$ cat config.mk
export PLATFORM = sky130hd
export DESIGN_NAME = tcam_match_resolver_flat
export DESIGN_NICKNAME = d
export VERILOG_FILES = /design/src/rtl/tcam_match_resolver_if.sv /design/src/rtl/tcam_match_resolver.sv /design/src/flat_wrapper.sv
export SDC_FILE = /design/constraint.sdc
export NUM_CORES = 1
export LEC_CHECK = 0
export CAP_MARGIN = 15
export CORE_ASPECT_RATIO = 0.75
export CORE_MARGIN = 2
export CORE_UTILIZATION = 55
export DETAILED_ROUTE_END_ITERATION = 10
export GPL_TIMING_DRIVEN = 0
export PLACE_DENSITY = 0.84
export SYNTH_ARGS = -nofsm -noshare
export SYNTH_HDL_FRONTEND = slang
export SYNTH_SLANG_ARGS = --single-unit
$ cat constraint.sdc
create_clock -name clk -period 14.9 [get_ports clk]
set_input_delay 2.98 -clock clk [delete_from_list [all_inputs] [get_ports clk]]
set_output_delay 2.98 -clock clk [all_outputs]
set_load 0.02 [all_outputs]
$ cat src/rtl/tcam_match_resolver_if.sv
// Handshake bundle between the TCAM match array, the match resolver and the
// result/action lookup stage.
interface tcam_match_resolver_if #(
  parameter int N     = 16,
  parameter int IDX_W = $clog2(N),
  parameter int CNT_W = $clog2(N) + 1
);
  logic             in_valid;
  logic             in_ready;
  logic [N-1:0]     in_match;
  logic             flush;
  logic             out_valid;
  logic             out_ready;
  logic             out_hit;
  logic [IDX_W-1:0] out_idx;
  logic             out_last;
  logic [CNT_W-1:0] out_count;

  modport master (
    output in_valid, in_match, flush, out_ready,
    input  in_ready, out_valid, out_hit, out_idx, out_last, out_count
  );

  modport slave (
    input  in_valid, in_match, flush, out_ready,
    output in_ready, out_valid, out_hit, out_idx, out_last, out_count
  );
endinterface

$ cat src/rtl/tcam_match_resolver.sv
// Multi-match priority resolver: takes one match-line vector per search and
// streams the set indices out highest-first, one beat per handshake.
module tcam_match_resolver #(
  parameter int N        = 16,
  parameter int IDX_W    = $clog2(N),
  parameter bit MODE_ALL = 1'b1,
  parameter int CNT_W    = $clog2(N) + 1
) (
  input logic                 clk,
  input logic                 rst_n,
  tcam_match_resolver_if.slave bus
);

  typedef enum logic {IDLE = 1'b0, EMIT = 1'b1} state_t;

  state_t           state;
  logic [N-1:0]     pending;
  logic [CNT_W-1:0] count;
  logic             nomatch;

  logic             accept;
  logic             beat;
  logic [CNT_W-1:0] in_pop;
  logic [N-1:0]     next_pending;

  function automatic logic [IDX_W-1:0] top_idx(input logic [N-1:0] v);
    logic [IDX_W-1:0] r;
    r = '0;
    for (int i = 0; i < N; i++) begin
      if (v[i]) r = IDX_W'(i);
    end
    return r;
  endfunction

  function automatic logic [CNT_W-1:0] popcount(input logic [N-1:0] v);
    logic [CNT_W-1:0] c;
    c = '0;
    for (int i = 0; i < N; i++) begin
      c = c + CNT_W'(v[i]);
    end
    return c;
  endfunction

  function automatic logic [N-1:0] clear_top(input logic [N-1:0] v);
    logic [N-1:0] mask;
    mask = '0;
    mask[top_idx(v)] = 1'b1;
    return v & ~mask;
  endfunction

  // in_ready is purely a function of state and flush, never of out_ready.
  assign bus.in_ready = (state == IDLE) && !bus.flush;
  assign accept       = bus.in_valid && bus.in_ready;
  assign beat         = bus.out_valid && bus.out_ready;

  // Popcount of the offered vector and the vector left after the current beat.
  always_comb begin
    in_pop       = popcount(bus.in_match);
    next_pending = clear_top(pending);
  end

  // Search FSM; the out_* registers always present the beat for the current pending.
  always_ff @(posedge clk or negedge rst_n) begin
    if (!rst_n) begin
      state         <= IDLE;
      pending       <= '0;
      count         <= '0;
      nomatch       <= 1'b0;
      bus.out_valid <= 1'b0;
      bus.out_hit   <= 1'b0;
      bus.out_idx   <= '0;
      bus.out_last  <= 1'b0;
      bus.out_count <= '0;
    end else if (bus.flush) begin
      state         <= IDLE;
      pending       <= '0;
      count         <= '0;
      nomatch       <= 1'b0;
      bus.out_valid <= 1'b0;
      bus.out_hit   <= 1'b0;
      bus.out_idx   <= '0;
      bus.out_last  <= 1'b0;
      bus.out_count <= '0;
    end else begin
      case (state)
        IDLE: begin
          if (accept) begin
            state         <= EMIT;
            pending       <= bus.in_match;
            count         <= in_pop;
            nomatch       <= (bus.in_match == '0);
            bus.out_valid <= 1'b1;
            bus.out_hit   <= (bus.in_match != '0);
            bus.out_idx   <= top_idx(bus.in_match);
            bus.out_last  <= (bus.in_match == '0) || !MODE_ALL || (in_pop == CNT_W'(1));
            bus.out_count <= in_pop;
          end
        end
        EMIT: begin
          if (beat) begin
            if (bus.out_last) begin
              state         <= IDLE;
              pending       <= '0;
              bus.out_valid <= 1'b0;
              bus.out_last  <= 1'b0;
            end else begin
              // Not last implies MODE_ALL with at least two bits left.
              pending       <= next_pending;
              bus.out_hit   <= !nomatch;
              bus.out_idx   <= top_idx(next_pending);
              bus.out_last  <= (popcount(next_pending) == CNT_W'(1));
              bus.out_count <= count;
            end
          end
        end
        default: begin
          state         <= IDLE;
          pending       <= '0;
          bus.out_valid <= 1'b0;
        end
      endcase
    end
  end

endmodule

$ cat src/flat_wrapper.sv
// flat-port wrapper written by rule: the top's interface ports become plain ports
module tcam_match_resolver_flat 
#(
  parameter int N        = 16,
  parameter int IDX_W    = $clog2(N),
  parameter bit MODE_ALL = 1'b1,
  parameter int CNT_W    = $clog2(N) + 1
)
  (clk, rst_n, bus_in_valid, bus_in_match, bus_flush, bus_out_ready, bus_in_ready, bus_out_valid, bus_out_hit, bus_out_idx, bus_out_last, bus_out_count);
  tcam_match_resolver_if #(.N(N), .IDX_W(IDX_W), .CNT_W(CNT_W)) bus_i ();
  input logic clk;
  input logic rst_n;
  input wire logic [$bits(bus_i.in_valid)-1:0] bus_in_valid;
  input wire logic [$bits(bus_i.in_match)-1:0] bus_in_match;
  input wire logic [$bits(bus_i.flush)-1:0] bus_flush;
  input wire logic [$bits(bus_i.out_ready)-1:0] bus_out_ready;
  output wire logic [$bits(bus_i.in_ready)-1:0] bus_in_ready;
  output wire logic [$bits(bus_i.out_valid)-1:0] bus_out_valid;
  output wire logic [$bits(bus_i.out_hit)-1:0] bus_out_hit;
  output wire logic [$bits(bus_i.out_idx)-1:0] bus_out_idx;
  output wire logic [$bits(bus_i.out_last)-1:0] bus_out_last;
  output wire logic [$bits(bus_i.out_count)-1:0] bus_out_count;
  assign bus_i.in_valid = bus_in_valid;
  assign bus_i.in_match = bus_in_match;
  assign bus_i.flush = bus_flush;
  assign bus_i.out_ready = bus_out_ready;
  assign bus_in_ready = bus_i.in_ready;
  assign bus_out_valid = bus_i.out_valid;
  assign bus_out_hit = bus_i.out_hit;
  assign bus_out_idx = bus_i.out_idx;
  assign bus_out_last = bus_i.out_last;
  assign bus_out_count = bus_i.out_count;
  tcam_match_resolver #(.N(N), .IDX_W(IDX_W), .MODE_ALL(MODE_ALL), .CNT_W(CNT_W)) u_core (.clk(clk), .rst_n(rst_n), .bus(bus_i));
endmodule
Word-level counts from Yosys, hierarchy flattened:

Cells that the tools add are included.

* register bits after elaboration: 35
* output and inout bits: 13
* logic and storage cells: 152

* multiplexer cells: 87
* magnitude comparators: 2
* add/subtract/negate cells: 30
* reductions and logical operators: 14
* bitwise logic cells: 3
* equality and inequality tests: 7

Operators with widths (number)
* adder 5 x 1 -> 5 bit: 28
* 2-to-1 mux 4 bit: 34
* 2-to-1 mux 16 bit: 4
* case mux 16 bit (2 select lines): 1
* 2-to-1 mux 5 bit: 6
* 2-to-1 mux 3 bit: 8
* 2-to-1 mux 1 bit: 23
* bitwise AND 16 bit: 1
* logical NOT 16 bit: 1
* NOT 16 bit: 1
* nonzero test 16 bit: 1
* == test 5 x 1 -> 1 bit (second input constant): 2
* case mux 5 bit (2 select lines): 1
* 2-to-1 mux 2 bit: 4
* case mux 1 bit (2 select lines): 4
* case mux 4 bit (2 select lines): 1
* != test 3 x 2 -> 1 bit (second input constant): 2
* != test 3 bit (second input constant): 2
* AND reduction 3 bit: 2
* < comparator 4 x 5 -> 1 bit (second input constant): 1
* adder 1 x 1 -> 2 bit: 2
* demux 1 bit (select 4 bit): 1
* greater-or-equal comparator 4 x 1 -> 1 bit (second input constant): 1
* logical AND 1 bit: 4
* other kinds (6): 8

Longest topological paths before layout:

* word-level depth: 41
* mapped depth: 21

Worst setup path before layout:

Ideal clock, no wire load.

* path kind: input-to-output
* from: in bus_flush
* to: out bus_in_ready
* path slack: 8.131 ns
* path buffers: 2
* stages on the path: 3
* arrival time: 3.789 ns
* cell sequence: clkbuf_1 -> nor2_1 -> clkbuf_1

* word-level cells in the longest chain between the ends: 2

RTL lines
* start: declaration: RTL line flat_wrapper.sv:15 `input wire logic [$bits(bus_i.flush)-1:0] bus_flush;`
* logical NOT 1 bit: RTL line tcam_match_resolver.sv:52 `assign bus.in_ready = (state == IDLE) && !bus.flush;`
* logical AND 1 bit: RTL line tcam_match_resolver.sv:52
* end: declaration: RTL line flat_wrapper.sv:17 `output wire logic [$bits(bus_i.in_ready)-1:0] bus_in_ready;`

No other way between the ends.

Worst setup path after layout:

Ends and elaborated chain as after synthesis.

==> Flow_metrics.wiki <==
{| class="wikitable"
! Metric !! Value
|-
| Post-Synthesis Cells || ~350
|-
| Share of total power consumed by net switching || 0.422
|-
| CP startpoint kind || primary input
|-
| Insertion delay to the later sink of the worst-skew pair || ~300 ps
|-
| Setup repair after global routing missed its margin || false
|-
| Run status || finished clean
|-
| Synthesized flop and latch total || 35
|-
| Placed cell count || roughly 460
|-
| Number of warning messages in the yosys log || 0
|-
| Number of buffers inserted for hold repair after clock tree synthesis || 0
|-
| Number of nets produced by synthesis || 406
|-
| Clock Skews || ~10 ps
|-
| Cell chosen for the clock root || sky130_fd_sc_hd__clkbuf_8
|-
| Final setup margin || about 6700 ps
|-
| Routed wire length || about 8.4 mm
|-
| Sequential-to-total area share from yosys stat || 0.289
|-
| Number of fillers in the final layout || 403
|-
| 1st-pass router iterations || 6
|-
| Pins Over Slew Limit || 0
|-
| Proportion of synthesized area in mux cells || 0.0103
|-
| Number of DRC violations after detailed-routing iteration 0 || between 400 and 500
|-
| Peak supply drop || 0.0000780 V
|-
| Final min period || 8210 ps
|-
| Met2 demand-to-capacity share in global routing || 0.448
|-
| Combinational family with the most area after synthesis || compound AO/OA/AOI/OAI gates
|-
| Post-route antenna net violation count || 0
|-
| Initial antenna violation count || 0
|-
| Worst max-slew margin expressed relative to the limit || 0.270
|-
| Path type of the worst setup path || primary input to output pin
|-
| Worst EP arrival || 5230 ps
|-
| Final setup violation count || 0
|-
| Post-detailed-placement half-perimeter wirelength || 6.60 mm
|-
| Post-Route Setup TNS || 0 ps
|-
| Top FF cell, synth || sky130_fd_sc_hd__dfrtp_1
|-
| Sequential cell fraction of total power || 0.249
|-
| CTS sink cnt || 35
|-
| LEAKAGE || 1.59 nW
|-
| Max Cap Viol || 0
|-
| Xor and xnor fraction of the mapped netlist area || 0.00578
|-
| Hold Crit Class || register to register
|-
| Growth of design area from synthesis to finish || 18.3%
|-
| Layer carrying the most global-route usage || met2
|-
| Library cell with the highest instance count after synthesis || sky130_fd_sc_hd__nor2_1
|-
| Number of levels in the clock H-tree || 2
|-
| Total Routing Usage GR || 0.289
|-
| Starting utilization of the core area || 0.569
|-
| Final Power || 0.505 mW
|-
| Largest area contributor in the netlist || sky130_fd_sc_hd__dfrtp_1
|-
| Synth unique cells || 68
|-
| Final core utilization || 0.674
|-
| Share of synthesized cell area in full adder, half adder and majority cells || 0.185
|-
| Minimum setup slack after placement || 6760 ps
|-
| Overall via count from detail_route || about 3000
|-
| Number of buffers added by the clock tree synthesis step || 5
|-
| Slew @ Worst Pin || around 1100 ps
|-
| Drt drc || 0
|-
| Simple-Gate Fraction of Synth Area || 0.183
|-
| Largest net degree at the start of global routing || 36
|-
| Area of the die || 0.00613 mm2
|-
| IO Count || 34
|-
| Global-route wire length before repair || 13.7 mm
|-
| Routed wire per std cell || 18.0 um
|-
| Clock power share || 0.210
|-
| Critical path's largest stage delay || 700 ps
|-
| Buffers inserted by post-CTS timing repair || 0
|-
| Share of synthesized registers carrying an async set or reset || 1.00
|-
| CORE AREA || 0.00532 mm2
|-
| Die Span X || 89.7 um
|-
| Worst-path cell chain || clkdlybuf4s50_1 -> clkbuf_1 -> nor2_1 -> clkbuf_1 -> clkdlybuf4s50_1
|-
| Clock transition at path regs || about 80 ps
|-
| Diode insertion count for antenna repair || 0
|-
| Category of the worst setup path capture point || output pin
|-
| TritonCTS clock tree || yes
|-
| Fraction of layout instances using a drive strength above 1 || 0.0787
|-
| Final hold violation count || 0
|-
| Count of buffers inserted at the top-level ports || 33
|-
| Met1 layer usage reported by global route || 0.418
|-
| Ratio of routed vias to standard cells || 6.33
|-
| DIE HEIGHT || between 60 and 70 um
|-
| Cell-internal power || 0.292 mW
|-
| Count of non-filler cells in the finished layout || 469
|-
| Part of the cycle the worst path needs || 0.551
|-
| Master of the slowest instance on the critical path || sky130_fd_sc_hd__clkdlybuf4s50_1
|-
| Peak clock frequency supported by timing || roughly 0.12 GHz
|-
| Met3 track demand over resource || 0.0584
|-
| Commonest cells post-synth || 40 x sky130_fd_sc_hd__nor2_1, 39 x sky130_fd_sc_hd__inv_1, 38 x sky130_fd_sc_hd__nand2_1, 35 x sky130_fd_sc_hd__dfrtp_1, 25 x sky130_fd_sc_hd__a21oi_1
|-
| Critical path fanouts, max || 10
|-
| Compound-gate portion of the synthesized area || 0.248
|-
| Buffer depth of the longest clock path || 2
|-
| Area share of the largest cell type after synthesis || 0.289
|-
| Synth Cell Area || 0.00303 mm2
|-
| Number of flops mapped to enable cells by yosys || 0
|-
| Data required time at the worst endpoint || 11920 ps
|-
| Part of the total power dissipated in combinational logic || 0.541
|-
| Resize count post-CTS || 0
|-
| Sum of overflow across all layers after global routing || 0
|-
| Cell Pwr Density || 141 mW/mm2
|-
| Leading cell types by total area after synthesis || sky130_fd_sc_hd__dfrtp_1 29%, sky130_fd_sc_hd__fa_1 13%, sky130_fd_sc_hd__ha_1 5.0%
|-
| Gpl congestion || 0.984
|-
| Vias in the first global route || 2728
|-
| Post-Syn Area per Cell || 8.59 um2
|-
| Number of nets at the end of the flow || 446
|-
| P_sw || 0.213 mW
|-
| Cell Rows || 23
|}
per-layer routing:
layer / vias to the layer above / part of all wire
li1: 1318 / -
met4: 0 / 0.021
met1: 1405 / 0.44
met5: - / 0
met2: 210 / 0.42
met3: 35 / 0.12
through the flow:
step,instance area [um2],hold WS (ps)
floorplan,3030,450
global placement,3460,465
detailed placement,3450,466
CTS,3590,484
global route,3590,529
finish,3590,482
sequential cells by signal, summed over array words and instances (netlist names):
signal and cells:
u_core.bus.out_count 5, u_core.bus.out_hit 1, u_core.bus.out_idx 4, u_core.bus.out_last 1
u_core.bus.out_valid 1, u_core.count 5, u_core.nomatch 1, u_core.pending 16
u_core.state 1
final timing paths:
kind	startpoint	endpoint	slack (ps)	cells past startpoint
min	u_core.bus.out_count[1]	u_core.bus.out_count[1]	480	2
max reg2reg	u_core.pending[3]	u_core.bus.out_last	8930	18
min reg2reg	u_core.bus.out_count[1]	u_core.bus.out_count[1]	480	2
max in group asynchronous	rst_n	u_core.pending[5]	11610	1
max	bus_flush	bus_in_ready	6690	5
min in group asynchronous	rst_n	u_core.bus.out_count[1]	2770	1
power groups by stage:
| stage | Combinational (mW) | Clock, mW | Sequential (mW) |
|---|---|---|---|
| floorplan | 0.177 | 0 | 0.134 |
| global placement | 0.258 | 0 | 0.127 |
| detailed placement | 0.270 | 0 | 0.127 |
| CTS | 0.272 | 0.106 | 0.125 |
| global route | 0.307 | 0.109 | 0.128 |
| finish | 0.274 | 0.106 | 0.126 |
cell families (layout without fill, tap and decap cells):
| logic type | count (synthesis) | count (layout) |
|---|---|---|
| flip-flops | 35 | 35 |
| XOR/XNOR | 2 | 2 |
| buffers and inverters | 57 | 98 |
| adder cells (fa/ha/maj) | 33 | 33 |
| multiplexers | 3 | 3 |
| AO/OA/AOI/OAI | 107 | 107 |
| other | 1 | 1 |
| AND/OR/NAND/NOR | 115 | 115 |
worst max-delay path: cells and delay by family:
family | cells | cell delay (ps)
buffers and inverters | 4 | 1890
and+or+nand+nor | 1 | 370
cell usage in the layout (no fill, tap or decap), types with 3 or more instances in the layout:
master	count
sky130_fd_sc_hd__nand3_1	4
sky130_fd_sc_hd__o21bai_1	3
sky130_fd_sc_hd__a22o_1	4
sky130_fd_sc_hd__clkbuf_8	5
sky130_fd_sc_hd__clkdlybuf4s50_1	32
sky130_fd_sc_hd__nor2b_1	3
sky130_fd_sc_hd__a21oi_1	25
sky130_fd_sc_hd__o21ai_0	23
sky130_fd_sc_hd__inv_1	39
sky130_fd_sc_hd__a221oi_1	5
sky130_fd_sc_hd__a311oi_1	3
sky130_fd_sc_hd__a211oi_1	3
sky130_fd_sc_hd__o31ai_1	9
sky130_fd_sc_hd__nand2b_1	4
sky130_fd_sc_hd__a22oi_1	4
sky130_fd_sc_hd__clkbuf_1	10
sky130_fd_sc_hd__nor2_1	40
sky130_fd_sc_hd__nand2_1	38
sky130_fd_sc_hd__fa_1	20
sky130_fd_sc_hd__nor3_1	6
sky130_fd_sc_hd__ha_1	12
sky130_fd_sc_hd__buf_2	5
sky130_fd_sc_hd__dfrtp_1	35
cell type report:
class | count | area [um2] | share of cell area
buffer | 17 | 83.8 | 0.0234
clock buffer | 5 | 68.8 | 0.0192
clock inverter | 3 | 67.6 | 0.0188
inverter | 40 | 150 | 0.0419
multi-input combinational | 261 | 1920 | 0.536
sequential | 35 | 876 | 0.244
tap | 75 | 93.8 | 0.0262
timing repair buffer | 33 | 325 | 0.0907
(Power assumes the default switching activity.)
